===== src/rtl/arb_pkg.sv =====
// Shared types for the memory port arbiter: FSM states, owner ids, burst sizing.
package arb_pkg;

  localparam int unsigned BURST_W       = 3;
  localparam int unsigned MAX_BURST_DEF = 4;

  typedef enum logic [1:0] {
    ST_IDLE   = 2'd0,
    ST_ACCESS = 2'd1,
    ST_RESP   = 2'd2
  } state_e;

  typedef enum logic {
    OWN_CPU = 1'b0,
    OWN_LDR = 1'b1
  } owner_e;

  function automatic owner_e other_owner(input owner_e o);
    return (o == OWN_CPU) ? OWN_LDR : OWN_CPU;
  endfunction

endpackage


===== src/rtl/mem_port_arbiter_if.sv =====
// Requester, completion and memory port B signals of the arbiter.
interface mem_port_arbiter_if #(
  parameter int unsigned DATA_W = 32
);
  logic              CpuReq;
  logic              LdrReq;
  logic [DATA_W-1:0] CpuAddr;
  logic [DATA_W-1:0] LdrAddr;
  logic [DATA_W-1:0] CpuWData;
  logic [DATA_W-1:0] LdrWData;
  logic              CpuWe;
  logic              LdrWe;
  logic              CpuGnt;
  logic              LdrGnt;
  logic              CpuRValid;
  logic              LdrRValid;
  logic [DATA_W-1:0] RData;
  logic              ErrMisalign;
  logic [DATA_W-1:0] MemAddr;
  logic [DATA_W-1:0] MemWData;
  logic              MemWe;
  logic [DATA_W-1:0] MemRData;
  logic              Busy;

  modport slave (
    input  CpuReq, LdrReq, CpuAddr, LdrAddr, CpuWData, LdrWData, CpuWe, LdrWe, MemRData,
    output CpuGnt, LdrGnt, CpuRValid, LdrRValid, RData, ErrMisalign,
           MemAddr, MemWData, MemWe, Busy
  );

  modport master (
    output CpuReq, LdrReq, CpuAddr, LdrAddr, CpuWData, LdrWData, CpuWe, LdrWe, MemRData,
    input  CpuGnt, LdrGnt, CpuRValid, LdrRValid, RData, ErrMisalign,
           MemAddr, MemWData, MemWe, Busy
  );
endinterface


===== src/rtl/arb_grant_sel.sv =====
// Picks the next owner from pending requests, last owner and burst count.
// ARB_ROUND_ROBIN_EN selects round-robin on contention; default is CPU priority.
module arb_grant_sel
  import arb_pkg::*;
#(
  parameter int unsigned MAX_BURST = MAX_BURST_DEF
) (
  input  logic               cpu_req,
  input  logic               ldr_req,
  input  owner_e             last_owner,
  input  logic [BURST_W-1:0] burst_cnt,
  output logic               grant_valid_c,
  output owner_e             grant_owner_c
);

  always_comb begin
    grant_valid_c = cpu_req | ldr_req;
    grant_owner_c = OWN_CPU;
    if (cpu_req && ldr_req) begin
      if (burst_cnt >= BURST_W'(MAX_BURST)) begin
        grant_owner_c = other_owner(last_owner);
      end else begin
`ifdef ARB_ROUND_ROBIN_EN
        // No grant since reset means no real last owner yet: CPU goes first.
        grant_owner_c = (burst_cnt == '0) ? OWN_CPU : other_owner(last_owner);
`else
        grant_owner_c = OWN_CPU;
`endif
      end
    end else if (ldr_req) begin
      grant_owner_c = OWN_LDR;
    end
  end

endmodule


===== src/rtl/mem_port_arbiter.sv =====
// Two-requester arbiter for shared memory port B: IDLE -> ACCESS -> RESP per access.
// Contention policy follows ARB_ROUND_ROBIN_EN (see arb_grant_sel).
module mem_port_arbiter
  import arb_pkg::*;
#(
  parameter int unsigned DATA_W    = 32,
  parameter int unsigned MAX_BURST = MAX_BURST_DEF
) (
  input logic              clk,
  input logic              reset,
  mem_port_arbiter_if.slave bus
);

  localparam logic [BURST_W-1:0] BURST_SAT = '1;

  state_e             state_q, state_d;
  owner_e             owner_q, last_owner_q;
  logic [BURST_W-1:0] burst_q;
  logic               we_q, misalign_q;
  logic [DATA_W-1:0]  mem_addr_q, mem_wdata_q, rdata_q;
  logic               mem_we_q, cpu_rvalid_q, ldr_rvalid_q, err_q, busy_q;

  logic               grant_valid_c;
  owner_e             grant_owner_c;
  logic               accept_c;
  logic [BURST_W-1:0] burst_next_c;
  logic [DATA_W-1:0]  sel_addr_c, sel_wdata_c;
  logic               sel_we_c;

  arb_grant_sel #(.MAX_BURST(MAX_BURST)) u_grant_sel (
    .cpu_req       (bus.CpuReq),
    .ldr_req       (bus.LdrReq),
    .last_owner    (last_owner_q),
    .burst_cnt     (burst_q),
    .grant_valid_c (grant_valid_c),
    .grant_owner_c (grant_owner_c)
  );

  // Next state, acceptance and the winning requester's payload.
  always_comb begin
    state_d      = state_q;
    accept_c     = 1'b0;
    burst_next_c = BURST_W'(1);
    sel_addr_c   = (grant_owner_c == OWN_CPU) ? bus.CpuAddr  : bus.LdrAddr;
    sel_wdata_c  = (grant_owner_c == OWN_CPU) ? bus.CpuWData : bus.LdrWData;
    sel_we_c     = (grant_owner_c == OWN_CPU) ? bus.CpuWe    : bus.LdrWe;
    if (grant_owner_c == last_owner_q) begin
      burst_next_c = (burst_q == BURST_SAT) ? burst_q : burst_q + BURST_W'(1);
    end
    case (state_q)
      ST_IDLE: begin
        if (grant_valid_c) begin
          accept_c = 1'b1;
          state_d  = ST_ACCESS;
        end
      end
      ST_ACCESS: state_d = ST_RESP;
      ST_RESP:   state_d = ST_IDLE;
      default:   state_d = ST_IDLE;
    endcase
  end

  // State and datapath registers; reset aborts any access in flight.
  always_ff @(posedge clk or negedge reset) begin
    if (!reset) begin
      state_q      <= ST_IDLE;
      owner_q      <= OWN_CPU;
      last_owner_q <= OWN_CPU;
      burst_q      <= '0;
      we_q         <= 1'b0;
      misalign_q   <= 1'b0;
      mem_addr_q   <= '0;
      mem_wdata_q  <= '0;
      mem_we_q     <= 1'b0;
      rdata_q      <= '0;
      cpu_rvalid_q <= 1'b0;
      ldr_rvalid_q <= 1'b0;
      err_q        <= 1'b0;
      busy_q       <= 1'b0;
    end else begin
      state_q <= state_d;
      busy_q  <= (state_d != ST_IDLE);
      case (state_q)
        ST_IDLE: begin
          if (accept_c) begin
            owner_q      <= grant_owner_c;
            last_owner_q <= grant_owner_c;
            burst_q      <= burst_next_c;
            we_q         <= sel_we_c;
            misalign_q   <= (sel_addr_c[1:0] != 2'b00);
            mem_addr_q   <= {sel_addr_c[DATA_W-1:2], 2'b00};
            mem_wdata_q  <= sel_wdata_c;
            mem_we_q     <= sel_we_c;
          end
        end
        ST_ACCESS: begin
          mem_we_q     <= 1'b0;
          mem_addr_q   <= '0;
          mem_wdata_q  <= '0;
          rdata_q      <= we_q ? '0 : bus.MemRData;
          cpu_rvalid_q <= (owner_q == OWN_CPU);
          ldr_rvalid_q <= (owner_q == OWN_LDR);
          err_q        <= misalign_q;
        end
        default: begin
          rdata_q      <= '0;
          cpu_rvalid_q <= 1'b0;
          ldr_rvalid_q <= 1'b0;
          err_q        <= 1'b0;
        end
      endcase
    end
  end

  // Grants answer in the IDLE cycle itself and are held low during reset.
  assign bus.CpuGnt      = reset & accept_c & (grant_owner_c == OWN_CPU);
  assign bus.LdrGnt      = reset & accept_c & (grant_owner_c == OWN_LDR);
  assign bus.CpuRValid   = cpu_rvalid_q;
  assign bus.LdrRValid   = ldr_rvalid_q;
  assign bus.RData       = rdata_q;
  assign bus.ErrMisalign = err_q;
  assign bus.MemAddr     = mem_addr_q;
  assign bus.MemWData    = mem_wdata_q;
  assign bus.MemWe       = mem_we_q;
  assign bus.Busy        = busy_q;

endmodule


===== src/flat_wrapper.sv =====
// flat-port wrapper written by rule: the top's interface ports become plain ports
module mem_port_arbiter_flat import arb_pkg::*;
#(
  parameter int unsigned DATA_W    = 32,
  parameter int unsigned MAX_BURST = MAX_BURST_DEF
)
  (clk, reset, bus_CpuReq, bus_LdrReq, bus_CpuAddr, bus_LdrAddr, bus_CpuWData, bus_LdrWData, bus_CpuWe, bus_LdrWe, bus_MemRData, bus_CpuGnt, bus_LdrGnt, bus_CpuRValid, bus_LdrRValid, bus_RData, bus_ErrMisalign, bus_MemAddr, bus_MemWData, bus_MemWe, bus_Busy);
  mem_port_arbiter_if #(.DATA_W(DATA_W)) bus_i ();
  input logic clk;
  input logic reset;
  input wire logic [$bits(bus_i.CpuReq)-1:0] bus_CpuReq;
  input wire logic [$bits(bus_i.LdrReq)-1:0] bus_LdrReq;
  input wire logic [$bits(bus_i.CpuAddr)-1:0] bus_CpuAddr;
  input wire logic [$bits(bus_i.LdrAddr)-1:0] bus_LdrAddr;
  input wire logic [$bits(bus_i.CpuWData)-1:0] bus_CpuWData;
  input wire logic [$bits(bus_i.LdrWData)-1:0] bus_LdrWData;
  input wire logic [$bits(bus_i.CpuWe)-1:0] bus_CpuWe;
  input wire logic [$bits(bus_i.LdrWe)-1:0] bus_LdrWe;
  input wire logic [$bits(bus_i.MemRData)-1:0] bus_MemRData;
  output wire logic [$bits(bus_i.CpuGnt)-1:0] bus_CpuGnt;
  output wire logic [$bits(bus_i.LdrGnt)-1:0] bus_LdrGnt;
  output wire logic [$bits(bus_i.CpuRValid)-1:0] bus_CpuRValid;
  output wire logic [$bits(bus_i.LdrRValid)-1:0] bus_LdrRValid;
  output wire logic [$bits(bus_i.RData)-1:0] bus_RData;
  output wire logic [$bits(bus_i.ErrMisalign)-1:0] bus_ErrMisalign;
  output wire logic [$bits(bus_i.MemAddr)-1:0] bus_MemAddr;
  output wire logic [$bits(bus_i.MemWData)-1:0] bus_MemWData;
  output wire logic [$bits(bus_i.MemWe)-1:0] bus_MemWe;
  output wire logic [$bits(bus_i.Busy)-1:0] bus_Busy;
  assign bus_i.CpuReq = bus_CpuReq;
  assign bus_i.LdrReq = bus_LdrReq;
  assign bus_i.CpuAddr = bus_CpuAddr;
  assign bus_i.LdrAddr = bus_LdrAddr;
  assign bus_i.CpuWData = bus_CpuWData;
  assign bus_i.LdrWData = bus_LdrWData;
  assign bus_i.CpuWe = bus_CpuWe;
  assign bus_i.LdrWe = bus_LdrWe;
  assign bus_i.MemRData = bus_MemRData;
  assign bus_CpuGnt = bus_i.CpuGnt;
  assign bus_LdrGnt = bus_i.LdrGnt;
  assign bus_CpuRValid = bus_i.CpuRValid;
  assign bus_LdrRValid = bus_i.LdrRValid;
  assign bus_RData = bus_i.RData;
  assign bus_ErrMisalign = bus_i.ErrMisalign;
  assign bus_MemAddr = bus_i.MemAddr;
  assign bus_MemWData = bus_i.MemWData;
  assign bus_MemWe = bus_i.MemWe;
  assign bus_Busy = bus_i.Busy;
  mem_port_arbiter #(.DATA_W(DATA_W), .MAX_BURST(MAX_BURST)) u_core (.clk(clk), .reset(reset), .bus(bus_i));
endmodule

===== config.mk =====
export PLATFORM = sky130hd
export DESIGN_NAME = mem_port_arbiter_flat
export DESIGN_NICKNAME = d
export VERILOG_FILES = /design/src/rtl/arb_pkg.sv /design/src/rtl/mem_port_arbiter_if.sv /design/src/rtl/arb_grant_sel.sv /design/src/rtl/mem_port_arbiter.sv /design/src/flat_wrapper.sv
export SDC_FILE = /design/constraint.sdc
export NUM_CORES = 1
export LEC_CHECK = 0
export ABC_AREA = 1
export CAP_MARGIN = 20
export CORE_UTILIZATION = 40
export CTS_CLUSTER_DIAMETER = 40
export DETAILED_ROUTE_END_ITERATION = 12
export PLACE_DENSITY = 0.87
export SETUP_SLACK_MARGIN = 0.02
export SYNTH_ARGS = -nofsm -noshare
export SYNTH_HDL_FRONTEND = slang
export SYNTH_HIERARCHICAL = 1
export SYNTH_SLANG_ARGS = --single-unit

===== constraint.sdc =====
create_clock -name clk -period 1.5 [get_ports clk]
set_input_delay 0.225 -clock clk [delete_from_list [all_inputs] [get_ports clk]]
set_output_delay 0.225 -clock clk [all_outputs]
set_load 0.005 [all_outputs]

# Word level (Yosys, flattened, before mapping)
# Cells that the tools add are included.
classes:
  n_mux: 24
  reduce_logical: 8
  order_cmp: 1
  div_mod_pow: 0
  add_sub_neg: 1
  bitwise_logic: 6
  shift: 0
  n_mul: 0
  n_eq_ne: 5
op_table:
  columns: ["op", "count"]
  rows:
  - ["32-bit one-hot mux with 2 select lines", 3]
  - ["32-bit two-way mux", 5]
  - ["1-bit two-way mux", 8]
  - ["1-bit one-hot mux with 2 select lines", 4]
  - ["3-bit two-way mux", 2]
  - ["2-bit nonzero test", 3]
  - ["2-bit one-hot mux with 2 select lines", 1]
  - ["2-bit AND reduction", 2]
  - ["3-bit by 1-bit adder with 3-bit output, second input constant", 1]
  - ["1-bit AND", 3]
  - ["3-bit equality test, second input constant", 1]
  - ["3-bit greater-or-equal comparator, second input constant", 1]
  - ["3-bit AND reduction", 1]
  - ["2-bit by 1-bit equality test with 1-bit output, second input constant", 1]
  - ["2-bit zero test", 1]
  - ["2-bit two-way mux", 1]
  - ["2-bit by 1-bit inequality test with 1-bit output, second input constant", 1]
  - ["2-bit inequality test, second input constant", 1]
  - ["1-bit NOT", 2]
  - ["1-bit equality test", 1]
  - ["1-bit logical AND", 1]
  - ["1-bit OR", 1]
totals:
  latchBits: 0
  out_inout_bits: 103
  romBits: 0
  ramBits: 0
  regBits: 109
  n_memories: 0
  word_cells: 58
  inputBits: 166

# Longest topological paths before layout
depth:
  ltp_word: 6
  ltp_mapped: 12
  mapped_depth_nobuf: 10

# Modules after synthesis
# Netlist, hierarchy kept.
modules_own_cells:
  columns: ["module", "cells_per_inst", "n_inst", "area_each_um2", "seq_area_each_um2"]
  rows:
  - ["mem_port_arbiter", 677, 1, 5039.8, 2677.6]
  - ["arb_grant_sel", 8, 1, 40.0, 0.0]

# Worst setup path after synthesis
# No wires, ideal clock.
synth_timing:
  path_kind: "register to output"
  startpoint: "register u_core.last_owner_q"
  endpoint: "output port bus_LdrGnt"
  path_stages_with_launch: 8
  path_buffers: 2
  setup_slack_ns: 0.078
  required_ns: 1.275
  arrival_ns: 1.197
  cell_sequence: "dfrtp_1 -> nor2_4 -> nand2_1 -> nand2_1 -> buf_2 -> clkbuf_1 -> nand2_1 -> nor2_1"
synth_between:
  elab_chain_cells: 4
synth_rtl:
  columns: ["element", "line", "source"]
  rows:
  - ["start: declaration", "mem_port_arbiter.sv:17", "owner_e owner_q, last_owner_q;"]
  - ["start signal: assignment", "mem_port_arbiter.sv:87", "last_owner_q <= grant_owner_c;"]
  - ["1-bit two-way mux", "arb_pkg.sv:19", "return (o == OWN_CPU) ? OWN_LDR : OWN_CPU;"]
  - ["1-bit two-way mux", "arb_grant_sel.sv:20", "if (burst_cnt >= BURST_W'(MAX_BURST)) begin"]
  - ["1-bit two-way mux", "arb_grant_sel.sv:19", "if (cpu_req && ldr_req) begin"]
  - ["via u_core.grant_owner_c", "mem_port_arbiter.sv:24", "owner_e grant_owner_c;"]
  - ["1-bit AND", "mem_port_arbiter.sv:117", "assign bus.LdrGnt = reset & accept_c & (grant_owner_c == OWN_LDR);"]
  - ["end: declaration", "flat_wrapper.sv:21", "output wire logic [$bits(bus_i.LdrGnt)-1:0] bus_LdrGnt;"]
# The timed path passes the listed nets, and every way through them passes these cells.

# Worst setup path after layout
layout_timing:
  startpoint: "register u_core.burst_q[2]"
  endpoint: "register u_core.mem_wdata_q[16] (netlist: u_core/bus.MemWData[16])"
layout_between:
  elab_chain_cells: 6
layout_rtl:
  columns: ["element", "line", "source"]
  rows:
  - ["start: declaration", "mem_port_arbiter.sv:18", "logic [BURST_W-1:0] burst_q;"]
  - ["start signal: assignment", "mem_port_arbiter.sv:88", "burst_q <= burst_next_c;"]
  - ["3-bit greater-or-equal comparator", "arb_grant_sel.sv:20", null]
  - ["1-bit two-way mux", "arb_grant_sel.sv:20", null]
  - ["1-bit two-way mux", "arb_grant_sel.sv:19", null]
  - ["via u_core.grant_owner_c", "mem_port_arbiter.sv:24", null]
  - ["32-bit two-way mux", "mem_port_arbiter.sv:45", "sel_wdata_c = (grant_owner_c == OWN_CPU) ? bus.CpuWData : bus.LdrWData;"]
  - ["32-bit two-way mux", "mem_port_arbiter.sv:85", "if (accept_c) begin"]
  - ["32-bit one-hot mux with 2 select lines", "mem_port_arbiter.sv:83", "case (state_q)"]
  - ["end signal: assignment", "mem_port_arbiter.sv:92", "mem_wdata_q <= sel_wdata_c;"]
  - ["end: declaration", "mem_port_arbiter.sv:20", "logic [DATA_W-1:0] mem_addr_q, mem_wdata_q, rdata_q;"]
# The timed path passes the listed nets, and every way through them passes these cells. The select of a mux whose other input is x is not followed.
# A chain may end at the register's enable or synchronous reset.

==> flow_summary.rst <==
.. list-table::
   :header-rows: 1

   * - Metric
     - Value
   * - Max Clk Rate
     - 626.0 MHz
   * - Data required time of the worst path
     - between 1.5 and 2 ns
   * - Clock latency of the later-clocked register in the worst-skew pair
     - 0.35 ns
   * - Number of placed instances with taps included
     - 1,102
   * - Most frequent cells in the layout
     - 321 x sky130_fd_sc_hd__nand2_1, 218 x sky130_fd_sc_hd__clkdlybuf4s50_1, 107 x sky130_fd_sc_hd__dfrtp_1, 93 x sky130_fd_sc_hd__nand3_1, 40 x sky130_fd_sc_hd__nand2_2
   * - Post-CTS clock slew at the launch and capture registers of the worst setup and hold paths
     - roughly 0.070 ns
   * - Net switching power of the design
     - 5.701 mW
   * - Total negative slack
     - -1.549 ns
   * - Mapped Area
     - 5080 µm²
   * - Worst flop-to-flop path endpoint
     - u_core/bus.MemWData[16]
   * - Areal power density over the cells
     - 1687 nW/µm²
   * - Detailed router's first-iteration violation count
     - 383
   * - Placeable core area
     - 12,210 µm²
   * - Length in cells of the worst reg-to-reg path
     - 12
   * - Total of fill cells in the finished design
     - 875
   * - Worst setup EP type
     - flip-flop
   * - Utilization after layout
     - 74.11%
   * - Cell types occupying the most area after synthesis
     - sky130_fd_sc_hd__dfrtp_1 53%, sky130_fd_sc_hd__nand2_1 27%, sky130_fd_sc_hd__nand3_1 9.3%, sky130_fd_sc_hd__nor2_1 3.0%, sky130_fd_sc_hd__buf_2 1.9%
   * - Portion of synthesized cell area occupied by the leading cell type
     - 52.71%
   * - Number of setup violations in the final report
     - 55
   * - Area occupied by multi-input gates
     - ~2400 µm²
   * - Setup slack on the worst flop-to-flop path
     - -0.1 ns
   * - Non-filler cells, final
     - roughly 1,100
   * - Post-DP HPWL
     - 11,420 µm
   * - Least setup slack across all paths after layout
     - -0.09745 ns
   * - Buffers on Ports
     - about 270
   * - H-tree Lvls
     - 3
   * - Kind of launch point of the worst setup path
     - flip-flop
   * - Relative contribution of sequential cells to total power
     - approximately 32%
   * - Result of the run
     - complete, but fails checks
   * - Pin count of the biggest net entering global routing
     - 108
   * - Category of the critical setup timing path
     - reg -> reg
   * - Chip height
     - ~110 µm
   * - Grt total ovfl
     - 0
   * - Global-route wire length before repair
     - ~26,000 µm
   * - Starting utilization of the core area
     - 41.60%
   * - TritonCTS clock tree
     - done
   * - Number of distinct library cells after synthesis
     - 20
   * - Io pins
     - 269
   * - Net count of the finished layout
     - 1,139
   * - Worst slew margin
     - between 60% and 70%
   * - Leakage dissipation
     - ~5 nW
   * - Part of the total power dissipated in combinational logic
     - 52.1%
   * - Post-DRT Antenna Nets
     - 0
   * - Synthesized instance count
     - ~690
   * - Setup repair after global routing missed its margin
     - yes
   * - Area occupied by registers
     - about 2700 µm²
   * - Routed wirelength normalized by instance count
     - 16.26 µm
   * - Relative area change from synthesis to final layout
     - 78.15%
   * - Number of standard-cell rows in the floorplan
     - 40
   * - Highest net fanout along the worst path
     - 11
   * - Cell internal power dissipation
     - 9.568 mW
   * - Minimum clock period after layout
     - 1.597 ns
   * - Number of violations of the max-capacitance limit
     - 0
   * - Signal arrival time at the worst endpoint
     - 1.85 ns
   * - Final RePlAce weighted congestion
     - 0.7645
   * - Setup skew after layout
     - about 0.0056 ns
   * - Clock network fraction of total power
     - 15.6%
   * - Cell Area, Placed
     - 8029 µm²
   * - Layout cell share with drive strength beyond 1
     - 14.34%
   * - Number of CTS-inserted buffers
     - 9
   * - Via count
     - around 5,600
   * - Diodes inserted
     - 0
   * - Tightest Hold Check Type
     - in -> reg
   * - Final hold vios
     - 0
   * - Final slew viol count
     - 0
   * - All-Layer GR Usage
     - between 20% and 30%
   * - Register bit total from synthesis
     - approximately 110
   * - Number of clock sinks
     - approximately 110
   * - Startpoint of the worst register-to-register path
     - u_core/burst_q[2]
   * - Peak ir drop on the vdd network
     - about 800 µV
   * - Drt drc
     - 0
   * - Die area
     - between 10,000 and 15,000 µm²
   * - Vias in the first global route
     - 5,280
   * - Violated checks
     - setup timing
   * - Final std cell area, no fill
     - 9050 µm²
   * - Switching part of the total
     - 37.34%
   * - Hold path depth
     - 3
   * - Worst Max-Slew Pin Slew
     - roughly 0.57 ns
   * - Root buffer cell
     - sky130_fd_sc_hd__clkbuf_16
   * - Terminating pin of the worst hold path
     - u_core/bus.RData[3]
   * - Clock buffer depth
     - 2
   * - Die span in x
     - around 110 µm
   * - Commonest non-fill, non-tap cell in the layout
     - sky130_fd_sc_hd__nand2_1
   * - Number of vias per cell after detailed routing
     - about 5
   * - Fraction of the cycle the final worst path needs
     - 106.5%
   * - Post-detailed-routing wire length
     - 18,600 µm
   * - Number of detailed-route iterations in the first pass
     - 5
   * - Synth warnings
     - 6
   * - Initial antenna violation count
     - 0
   * - Register area share after synthesis
     - 52.71%
   * - Worst hold path startpoint
     - bus_MemRData[3]
   * - Total power of the final layout
     - around 15 mW
   * - Avg Synthesized Cell Area
     - between 7 and 8 µm²
   * - Cell type contributing the most total cell area after synthesis
     - sky130_fd_sc_hd__dfrtp_1
area by class of cell:
cell class / instances / area share, %
Clock buffer: 11 / 2.682
Timing Repair Buffer: 318 / 38.05
Multi-Input combinational cell: 522 / 26.06
Sequential cell: 107 / 29.59
Inverter: 13 / 0.7189
Clock inverter: 5 / 0.5807
Tap cell: 168 / 2.323
power groups by stage:
stage	registers [mW]	clock network, mW	logic (mW)
6_report	4.93	2.39	7.95
5_1_grt	5.06	2.55	8.64
4_1_cts	4.92	2.43	7.57
3_5_place_dp	4.95	0	7.40
3_3_place_gp	4.89	0	7.25
2_1_floorplan	5.02	0	3.01
layer usage:
layer / vias to the layer above / part of all wire (%) / global-route usage (%)
met5: - / 0 / 0
met4: 0 / 3.6 / 11.86
met3: 54 / 8.4 / 7.464
met2: 272 / 50 / 43.43
met1: 2604 / 38 / 29.34
li1: 2701 / - / -
registers in the layout (all words and copies together) (netlist names):
signal,cells
u_core/bus.MemWData,32
u_core/bus.RData,32
u_core/bus.MemAddr,30
u_core/burst_q,3
u_core/state_q,2
u_core/bus.Busy,1
u_core/bus.CpuRValid,1
u_core/bus.ErrMisalign,1
u_core/bus.LdrRValid,1
u_core/bus.MemWe,1
u_core/last_owner_q,1
u_core/misalign_q,1
u_core/we_q,1
logic make-up (layout without fill, tap and decap cells):
group / count (synthesis) / after routing / share of synthesized area, %
flip-flops: 107 / 107 / 52.71
adder cells (fa/ha/maj): 2 / 2 / 0.4925
buffers and inverters: 57 / 347 / 5.345
AND/OR/NAND/NOR: 513 / 513 / 40.89
other: 1 / 2 / 0.07382
AO/OA/AOI/OAI: 5 / 5 / 0.4925
through the flow:
stage | setup slack, ns | hold slack [ns]
2_1_floorplan | 0.07766 | -0.07059
3_3_place_gp | -0.4155 | 0.3540
3_5_place_dp | -0.4613 | 0.3593
4_1_cts | -0.09395 | 0.4113
5_1_grt | -0.1543 | 0.4319
6_report | -0.09745 | 0.4220
cell usage after synthesis:
cell / n
sky130_fd_sc_hd__inv_1: 8
sky130_fd_sc_hd__nand3_2: 1
sky130_fd_sc_hd__nor2_1: 41
sky130_fd_sc_hd__inv_2: 5
sky130_fd_sc_hd__buf_2: 19
sky130_fd_sc_hd__conb_1: 1
sky130_fd_sc_hd__clkbuf_1: 14
sky130_fd_sc_hd__ha_1: 2
sky130_fd_sc_hd__or2_1: 1
sky130_fd_sc_hd__nor2_4: 2
sky130_fd_sc_hd__nor3_1: 2
sky130_fd_sc_hd__dfrtp_1: 107
sky130_fd_sc_hd__o21ai_0: 3
sky130_fd_sc_hd__buf_1: 2
sky130_fd_sc_hd__o21ai_1: 2
sky130_fd_sc_hd__nand4_1: 2
sky130_fd_sc_hd__nand2_2: 1
sky130_fd_sc_hd__nand3_1: 94
sky130_fd_sc_hd__nand2_1: 369
sky130_fd_sc_hd__buf_4: 9
how the worst max path moves through the flow:
stage / from / endpoint / slack, ns / depth (start not counted)
2_1_floorplan: u_core/last_owner_q / bus_LdrGnt / 0.08 / 7
3_3_place_gp: bus_LdrReq / bus_CpuGnt / -0.42 / 6
3_5_place_dp: bus_LdrReq / bus_CpuGnt / -0.46 / 6
4_1_cts: u_core/burst_q[2] / bus_CpuGnt / -0.09 / 7
5_1_grt: u_core/burst_q[2] / u_core/bus.MemWData[16] / -0.15 / 12
6_report: u_core/burst_q[2] / u_core/bus.MemWData[16] / -0.1 / 12
what timing repair did:
item,CTS,global route
buffers inserted,8,9
endpoints found under the hold margin,107,0
hold buffers,1,0
cloned,1,9
resized for setup,26,121
pin swaps,6,46
setup endpoints to repair,64,149
critical path, stage by stage (launching register included):
cell                        delay, ns
sky130_fd_sc_hd__dfrtp_1         0.37
sky130_fd_sc_hd__inv_2           0.05
sky130_fd_sc_hd__nor2_4          0.11
sky130_fd_sc_hd__nand2_2         0.06
sky130_fd_sc_hd__nand2_2         0.07
sky130_fd_sc_hd__buf_6           0.13
sky130_fd_sc_hd__buf_12          0.16
sky130_fd_sc_hd__inv_16          0.07
sky130_fd_sc_hd__clkbuf_16       0.18
sky130_fd_sc_hd__nand2_1         0.09
sky130_fd_sc_hd__nand2_1         0.07
sky130_fd_sc_hd__nand2_1         0.07
sky130_fd_sc_hd__nand2_1         0.05
No activity file was read; power rests on OpenSTA's default activity.
